## src/rtl/mem_arbiter_pkg.sv

```systemverilog
// Shared encodings and defaults for the unified-memory arbiter.
// Included by the top and by the counter sub-module.
package mem_arbiter_pkg;

  typedef enum logic [1:0] {
    ARB_IDLE = 2'd0,
    ARB_BUSY = 2'd1,
    ARB_RESP = 2'd2
  } arb_state_e;

  localparam logic OWN_I = 1'b0;
  localparam logic OWN_D = 1'b1;

  localparam int DEF_STARVE_LIMIT = 4;
  localparam int DEF_TIMEOUT      = 64;

  // Width needed to hold 0..limit; never narrower than one bit.
  function automatic int cnt_width(input int limit);
    return (limit < 1) ? 1 : $clog2(limit + 1);
  endfunction

endpackage

```

## src/rtl/mem_arbiter_watchdog.sv

```systemverilog
// Saturating up-counter with clear and a limit flag.
// STICKY=1 keeps the flag until reset (watchdog); STICKY=0 clears it with the count.
module arb_watchdog
  import mem_arbiter_pkg::*;
#(
  parameter int LIMIT  = DEF_TIMEOUT,
  parameter int CW     = cnt_width(LIMIT),
  parameter bit STICKY = 1'b1
) (
  input  logic          clk,
  input  logic          rst,
  input  logic          clr,
  input  logic          inc,
  output logic [CW-1:0] cnt,
  output logic          flag
);

  localparam logic [CW-1:0] LIM = CW'(LIMIT);

  logic [CW-1:0] cnt_reg;
  logic          flag_reg;
  logic          at_limit;
  logic          next_hits;

  assign at_limit  = (cnt_reg == LIM);
  // True when this increment lands on (or stays at) the limit.
  assign next_hits = at_limit || (CW'(cnt_reg + 1'b1) == LIM);

  always_ff @(posedge clk or negedge rst) begin
    if (!rst) begin
      cnt_reg  <= '0;
      flag_reg <= 1'b0;
    end else begin
      if (clr)
        cnt_reg <= '0;
      else if (inc && !at_limit)
        cnt_reg <= cnt_reg + 1'b1;

      if (clr && !STICKY)
        flag_reg <= 1'b0;
      else if (inc && !clr && next_hits)
        flag_reg <= 1'b1;
    end
  end

  assign cnt  = cnt_reg;
  assign flag = flag_reg;

endmodule

```

## src/rtl/mem_arbiter.sv

```systemverilog
// Serialises fetch (I) and memory-stage (D) accesses onto one multi-cycle memory,
// D-first with an anti-starvation override for I and a sticky hung-memory flag.
module mem_arbiter
  import mem_arbiter_pkg::*;
#(
  parameter int AW           = 16,
  parameter int DW           = 16,
  parameter int STARVE_LIMIT = DEF_STARVE_LIMIT,
  parameter int TIMEOUT      = DEF_TIMEOUT
) (
  input  logic          clk,
  input  logic          rst,
  input  logic          req_i,
  input  logic [AW-1:0] addr_i,
  output logic          done_i,
  output logic [DW-1:0] rdata_i,
  input  logic          req_d,
  input  logic          wr_d,
  input  logic [AW-1:0] addr_d,
  input  logic [DW-1:0] wdata_d,
  output logic          done_d,
  output logic [DW-1:0] rdata_d,
  output logic          mem_req,
  output logic          mem_wr,
  output logic [AW-1:0] mem_addr,
  output logic [DW-1:0] mem_wdata,
  input  logic [DW-1:0] mem_rdata,
  input  logic          mem_ready,
  output logic          busy,
  output logic          err
);

  localparam bit STARVE_EN = (STARVE_LIMIT != 0);
  localparam int SCW       = cnt_width(STARVE_LIMIT);
  localparam int WCW       = cnt_width(TIMEOUT);

  arb_state_e    state_reg;
  logic          owner_reg;
  logic          mem_req_reg;
  logic          mem_wr_reg;
  logic [AW-1:0] mem_addr_reg;
  logic [DW-1:0] mem_wdata_reg;
  logic          done_i_reg;
  logic          done_d_reg;
  logic [DW-1:0] rdata_i_reg;
  logic [DW-1:0] rdata_d_reg;
  logic          busy_reg;

  logic           grant_i;
  logic           any_req;
  logic           starve_full;
  logic           starve_inc;
  logic           starve_clr;
  logic [SCW-1:0] starve_cnt;
  logic           wd_inc;
  logic           wd_clr;
  logic [WCW-1:0] wd_cnt;
  logic           unused_cnt;

  assign any_req = req_i || req_d;
  assign grant_i = req_i && (!req_d || (STARVE_EN && starve_full));

  // Only contested D grants count toward starving I.
  assign starve_inc = (state_reg == ARB_IDLE) && req_d && req_i && !grant_i;
  assign starve_clr = (state_reg == ARB_IDLE) && grant_i;

  assign wd_inc = (state_reg == ARB_BUSY) && !mem_ready;
  assign wd_clr = (state_reg != ARB_BUSY);

  arb_watchdog #(
    .LIMIT (STARVE_LIMIT),
    .CW    (SCW),
    .STICKY(1'b0)
  ) u_starve (
    .clk (clk),
    .rst (rst),
    .clr (starve_clr),
    .inc (starve_inc),
    .cnt (starve_cnt),
    .flag(starve_full)
  );

  arb_watchdog #(
    .LIMIT (TIMEOUT),
    .CW    (WCW),
    .STICKY(1'b1)
  ) u_watchdog (
    .clk (clk),
    .rst (rst),
    .clr (wd_clr),
    .inc (wd_inc),
    .cnt (wd_cnt),
    .flag(err)
  );

  assign unused_cnt = ^{starve_cnt, wd_cnt};

  always_ff @(posedge clk or negedge rst) begin
    if (!rst) begin
      state_reg     <= ARB_IDLE;
      owner_reg     <= OWN_D;
      mem_req_reg   <= 1'b0;
      mem_wr_reg    <= 1'b0;
      mem_addr_reg  <= '0;
      mem_wdata_reg <= '0;
      done_i_reg    <= 1'b0;
      done_d_reg    <= 1'b0;
      rdata_i_reg   <= '0;
      rdata_d_reg   <= '0;
      busy_reg      <= 1'b0;
    end else begin
      done_i_reg <= 1'b0;
      done_d_reg <= 1'b0;
      case (state_reg)
        ARB_IDLE: begin
          if (any_req) begin
            owner_reg     <= grant_i ? OWN_I : OWN_D;
            mem_wr_reg    <= grant_i ? 1'b0 : wr_d;
            mem_addr_reg  <= grant_i ? addr_i : addr_d;
            mem_wdata_reg <= grant_i ? '0 : wdata_d;
            mem_req_reg   <= 1'b1;
            busy_reg      <= 1'b1;
            state_reg     <= ARB_BUSY;
          end
        end
        ARB_BUSY: begin
          // A late completion after a timeout still finishes the access normally.
          if (mem_ready) begin
            if (owner_reg == OWN_I) begin
              rdata_i_reg <= mem_rdata;
              done_i_reg  <= 1'b1;
            end else begin
              rdata_d_reg <= mem_rdata;
              done_d_reg  <= 1'b1;
            end
            mem_req_reg <= 1'b0;
            mem_wr_reg  <= 1'b0;
            state_reg   <= ARB_RESP;
          end
        end
        ARB_RESP: begin
          busy_reg  <= 1'b0;
          state_reg <= ARB_IDLE;
        end
        default: begin
          mem_req_reg <= 1'b0;
          mem_wr_reg  <= 1'b0;
          busy_reg    <= 1'b0;
          state_reg   <= ARB_IDLE;
        end
      endcase
    end
  end

  assign done_i    = done_i_reg;
  assign done_d    = done_d_reg;
  assign rdata_i   = rdata_i_reg;
  assign rdata_d   = rdata_d_reg;
  assign mem_req   = mem_req_reg;
  assign mem_wr    = mem_wr_reg;
  assign mem_addr  = mem_addr_reg;
  assign mem_wdata = mem_wdata_reg;
  assign busy      = busy_reg;

endmodule

```

## config.mk

```make
export PLATFORM = sky130hd
export DESIGN_NAME = mem_arbiter
export DESIGN_NICKNAME = d
export VERILOG_FILES = /design/src/rtl/mem_arbiter_pkg.sv /design/src/rtl/mem_arbiter_watchdog.sv /design/src/rtl/mem_arbiter.sv
export SDC_FILE = /design/constraint.sdc
export NUM_CORES = 1
export LEC_CHECK = 0
export CORE_UTILIZATION = 39
export CTS_CLUSTER_DIAMETER = 200
export DETAILED_ROUTE_END_ITERATION = 16
export PLACE_DENSITY_LB_ADDON = 0.12
export SLEW_MARGIN = 20
export SYNTH_ARGS = -nofsm -noshare
export SYNTH_HDL_FRONTEND = slang
export SYNTH_SLANG_ARGS = --single-unit
```

## constraint.sdc

```tcl
create_clock -name clk -period 1.8 [get_ports clk]
set_clock_uncertainty 0.2 [all_clocks]
set_input_delay 0.36 -clock clk [delete_from_list [all_inputs] [get_ports clk]]
set_output_delay 0.36 -clock clk [all_outputs]
set_load 0.05 [all_outputs]
```

* Word-level counts from Yosys, hierarchy flattened
Cells that the tools add are included.
Word-level totals: register bits 84, bits of input ports 70, output and inout port bits 70, logic and storage cells 87
Cells by class: add/sub/neg operators 2, eq/ne operators 9, mux-type cells 25, bitwise gates (word level) 3, reduce and logical (&&, ||, !) cells 33
Operators by type and width (number):
- two-way mux 16 bit | 2
- equality test 7 bit, second input constant | 2
- two-way mux 7 bit | 2
- two-way mux 1 bit | 13
- logical AND 1 bit | 12
- AND reduction 3 bit | 3
- adder 7 x 1 -> 7 bit, second input constant | 1
- logical NOT 1 bit | 7
- equality test 3 bit, second input constant | 2
- two-way mux 3 bit | 2
- case mux 1 bit (3 select lines) | 2
- AND reduction 2 bit | 3
- nonzero test 2 bit | 3
- logical OR 1 bit | 4
- two-way mux 2 bit | 2
- inequality test 2 bit, second input constant | 2
- case mux 2 bit (2 select lines) | 1
- adder 3 x 1 -> 3 bit, second input constant | 1
- inverter 1 bit | 3
- equality test 2 x 1 -> 1 bit, second input constant | 1
- equality test 2 bit, second input constant | 1
- logical NOT 2 bit | 1
- inequality test 2 x 1 -> 1 bit, second input constant | 1
- case mux 1 bit (2 select lines) | 1

* Logic depth before layout (Yosys ltp)
word-level depth 9, mapped depth 7, gate-level depth less buffers 6

* Modules after synthesis
Synthesis repeated with hierarchy kept, for this count alone.
Unflattened totals: cells, all modules 303, area total of the unflattened synthesis 3701.0 sq um
By module, submodules not included:
- mem_arbiter | instances 1, cells each 230, area an instance 2959.1 sq um, seq. area each 1803.0 sq um
- arb_watchdog at u_watchdog | instances 1, cells each 51, area an instance 510.5 sq um, seq. area each 200.2 sq um
- arb_watchdog at u_starve | instances 1, cells each 22, area an instance 231.5 sq um, seq. area each 100.1 sq um

* Worst setup path after synthesis
No wires, ideal clock.
path kind register to register, from register state_reg[1], to register rdata_i_reg[10] (netlist: rdata_i[10]), setup time 125 ps, data arrival time 1464 ps, data required time 1475 ps, slack 11 ps, stages on the path, launching flop included 6, path buffers 2, clock period less this slack 1789 ps, path through dfrtp_1 > nand2b_1 > buf_6 > nor3_4 > buf_12 > mux2_4
Between the ends: word-level cells in the longest chain between the ends 2
Ends and longest elaborated chain:
- from (decl) | RTL line mem_arbiter.sv:37 | arb_state_e state_reg;
- from (signal assigned) | RTL line mem_arbiter.sv:100 | state_reg <= ARB_IDLE;
- from (signal assigned) | RTL line mem_arbiter.sv:123 | state_reg <= ARB_BUSY;
- from (signal assigned) | RTL line mem_arbiter.sv:138 | state_reg <= ARB_RESP;
- equality test 2 x 1 -> 1 bit | RTL line mem_arbiter.sv:114 | case (state_reg)
- AND reduction 3 bit (no source line)
- to (signal assigned) | RTL line mem_arbiter.sv:130 | rdata_i_reg <= mem_rdata;
- to (decl) | RTL line mem_arbiter.sv:45 | logic [DW-1:0] rdata_i_reg;
No other way between the ends. A chain may end at the register's enable or synchronous reset.

* Final worst setup path
from input mem_ready, to register rdata_i_reg[4] (netlist: rdata_i[4])
Between the ends: word-level cells in the longest chain between the ends 1
Ends and longest elaborated chain:
- from (decl) | RTL line mem_arbiter.sv:28 | input logic mem_ready,
- AND reduction 3 bit (no source line)
No other way between the ends.

==> summary.md <==
| Metric | Value |
|---|---|
| EDFF count, synth | 0 |
| Final min period | 1720 ps |
| Maxcap violations | 0 |
| Crit path DAT | 1760 ps |
| Slew Limit Headroom | 0.731 |
| Initial antenna violation count | 0 |
| Detailed Routing Iterations Pass 1 | 4 |
| Worst hold path class | input port to async pin |
| Cell variety after synth | 44 |
| R2r endpoint | rdata_i[4] |
| Synthesized area per cell | 13.0 um^2 |
| Sw Ratio | 0.435 |
| Fmax | 580 MHz |
| CTS Buffer Depth | 2 |
| Area grow syn2layout | 68.3% |
| CP required | 1840 ps |
| Seq pwr share | 0.285 |
| Psw | 5.49 mW |
| First-pass GRT wire length | 14.5 mm |
| Residual DRC | 0 |
| FF-to-FF path depth | 4 |
| CP max FO | 17 |
| RSZ-0062 raised after global routing | false |
| Synthesis Warnings | 0 |
| Setup crit start kind | input port |
| Internal power | 7.14 mW |
| Synthesized instance count | 273 |
| Clock power frac | 0.118 |
| R2R Path Start | state_reg[1] |
| R2r setup slk | 90 ps |
| CTS root buf | clkbuf_8 |
| Grt total ovfl | 0 |
| Largest net degree at the start of global routing | 33 |
| LEAKAGE | 2.74 nW |
| Post-Route WL | 8.71 mm |
| Slew @ Worst Pin | 404 ps |
| Pre-CTS setup slack | -297 ps |
| Initial Util | 0.406 |
| Total track usage | 0.192 |
| VDD IR-drop max | 1440 uV |
| Vias in the first global route | 2852 |
| H-tree Lvls | 3 |
| Antenna diodes | 0 |
| Die area | 9510 um^2 |
| Via density | 5.00 |
| CORE AREA | 8760 um^2 |
| Period utilization | 0.958 |
| Worst skew pair latency | 350 ps |
| DP HPWL | 6.50 mm |
| Seq/Total Area, Yosys | 0.591 |
| Final hold viol count | 0 |
| Max Slew Vio Count | 0 |
| PD cells | 2110 nW/um^2 |
| Layout cells sized above 1 | 0.353 |
| Total nets after synthesis | 348 |
| CTS Buf Count | 9 |
| Gate power share | 0.597 |
| Ports | 140 |
| CTS clk-pin slew, worst paths | 90 ps |
| Synthesis-stage register bit count | 84 |
| Post-layout net count | 506 |
| Iteration-0 DRC Markers | 66 |
| Status | completed |
| Worst Setup Path Type | input port to register |
| Final number of setup-violating endpoints | 0 |
| RD Place Congestion | 0.894 |
| Post-synth ARST share | 1.00 |
| Routed Antenna Nets | 0 |
| Clk sinks | 84 |
| Via count | 2722 |
| Clock tree from TritonCTS | built |
| Setup TNS | 0 ps |
| Final WS setup | 75.8 ps |
| Rows | 34 |
| Die width | 97.5 um |
| Die height | 97.5 um |
| I/O Buffers | 139 |
| Setup crit end kind | register |
| WL per Instance | 16.0 um |
| Synth Flop Type | dfrtp_1 |
| Synthesized area | 3560 um^2 |
cell usage after synthesis (3+ instances only):
master / number / share of area
dfrtp_1: 83 / 0.58
nand2_1: 25 / 0.026
o21ai_0: 25 / 0.035
mux2_2: 24 / 0.076
a22o_1: 16 / 0.039
mux2i_1: 16 / 0.045
mux2_4: 9 / 0.038
inv_1: 8 / 0.0084
clkbuf_1: 6 / 0.0063
nor2_1: 6 / 0.0063
a21oi_1: 5 / 0.0070
ha_1: 5 / 0.018
nand3_1: 3 / 0.0042
xnor2_1: 3 / 0.0074
critical path: stages:
cell and delay [ps]:
clkdlybuf4s50_1 520, inv_4 100, nor3_4 220, buf_12 200
mux2_2 350
per-stage QoR:
step           cells  utilization  power [mW]  hold WS (ps)  cell area [um^2]
2_1_floorplan    273            -        7.35          -136              3560
3_3_place_gp     526        0.655        11.1           113              5740
3_5_place_dp     526        0.655        11.2           119              5740
4_1_cts          543        0.681        12.7           281              5970
5_1_grt          544        0.683        13.2           296              5990
6_report         544        0.683        12.6           285              5990
area by class of cell:
cell class,instances,area [um^2]
Clock buffer,11,131
Clock inverter,5,85.1
Fill cell,618,2780
Inverter,9,36.3
Multi-Input combinational cell,168,1350
Sequential cell,84,2110
Tap cell,108,135
Timing Repair Buffer,159,2140
repair_timing:
action,in CTS,in global routing
hold buffers,1,0
hold endpoints to repair,25,0
buffers inserted,0,1
gates resized for setup,2,5
setup endpoints to repair,2,6
power groups by stage:
stage / Clock, mW / Sequential [mW] / Combinational (mW)
6_report: 1.49 / 3.60 / 7.54
5_1_grt: 1.60 / 3.73 / 7.87
4_1_cts: 1.52 / 3.61 / 7.61
3_5_place_dp: 0 / 3.63 / 7.59
3_3_place_gp: 0 / 3.59 / 7.49
2_1_floorplan: 0 / 5.85 / 1.50
cells by family after synthesis:
family | Yosys count | synth area share
multiplexers | 49 | 0.159
AND/OR/NAND/NOR | 52 | 0.0784
adder cells (fa/ha/maj) | 5 | 0.0176
buffers and inverters | 21 | 0.0334
flip-flops | 84 | 0.591
XOR/XNOR | 5 | 0.0123
AO/OA/AOI/OAI | 57 | 0.108
how the worst max path moves through the flow:
stage | slack, ps | cells past startpoint | endpoint | start
finish | 80 | 5 | rdata_i[4] | mem_ready
global route | 8 | 4 | rdata_i[4] | state_reg[1]
CTS | 10 | 5 | u_watchdog.flag | u_watchdog.cnt[1]
detailed placement | -300 | 5 | rdata_i[4] | mem_ready
global placement | -270 | 5 | rdata_i[0] | mem_ready
floorplan | 10 | 5 | rdata_i[10] | state_reg[1]
layer usage:
metal,wire [um],vias to the layer above,global-route usage
met4,105,0,0.0611
met5,0,-,0
li1,-,1281,-
met3,635,10,0.0590
met2,4120,105,0.307
met1,3850,1326,0.251
cell usage in the layout, fill, tap and decap left out, types with 16 or more instances in the layout:
cell type / netlist / routed
a22o_1: 16 / 16
buf_12: 1 / 62
buf_4: 1 / 28
clkdlybuf4s50_1: 0 / 68
dfrtp_1: 83 / 80
mux2_2: 24 / 24
mux2i_1: 16 / 16
nand2_1: 25 / 25
o21ai_0: 25 / 24
Note: power is estimated with default switching activity, not from simulation.
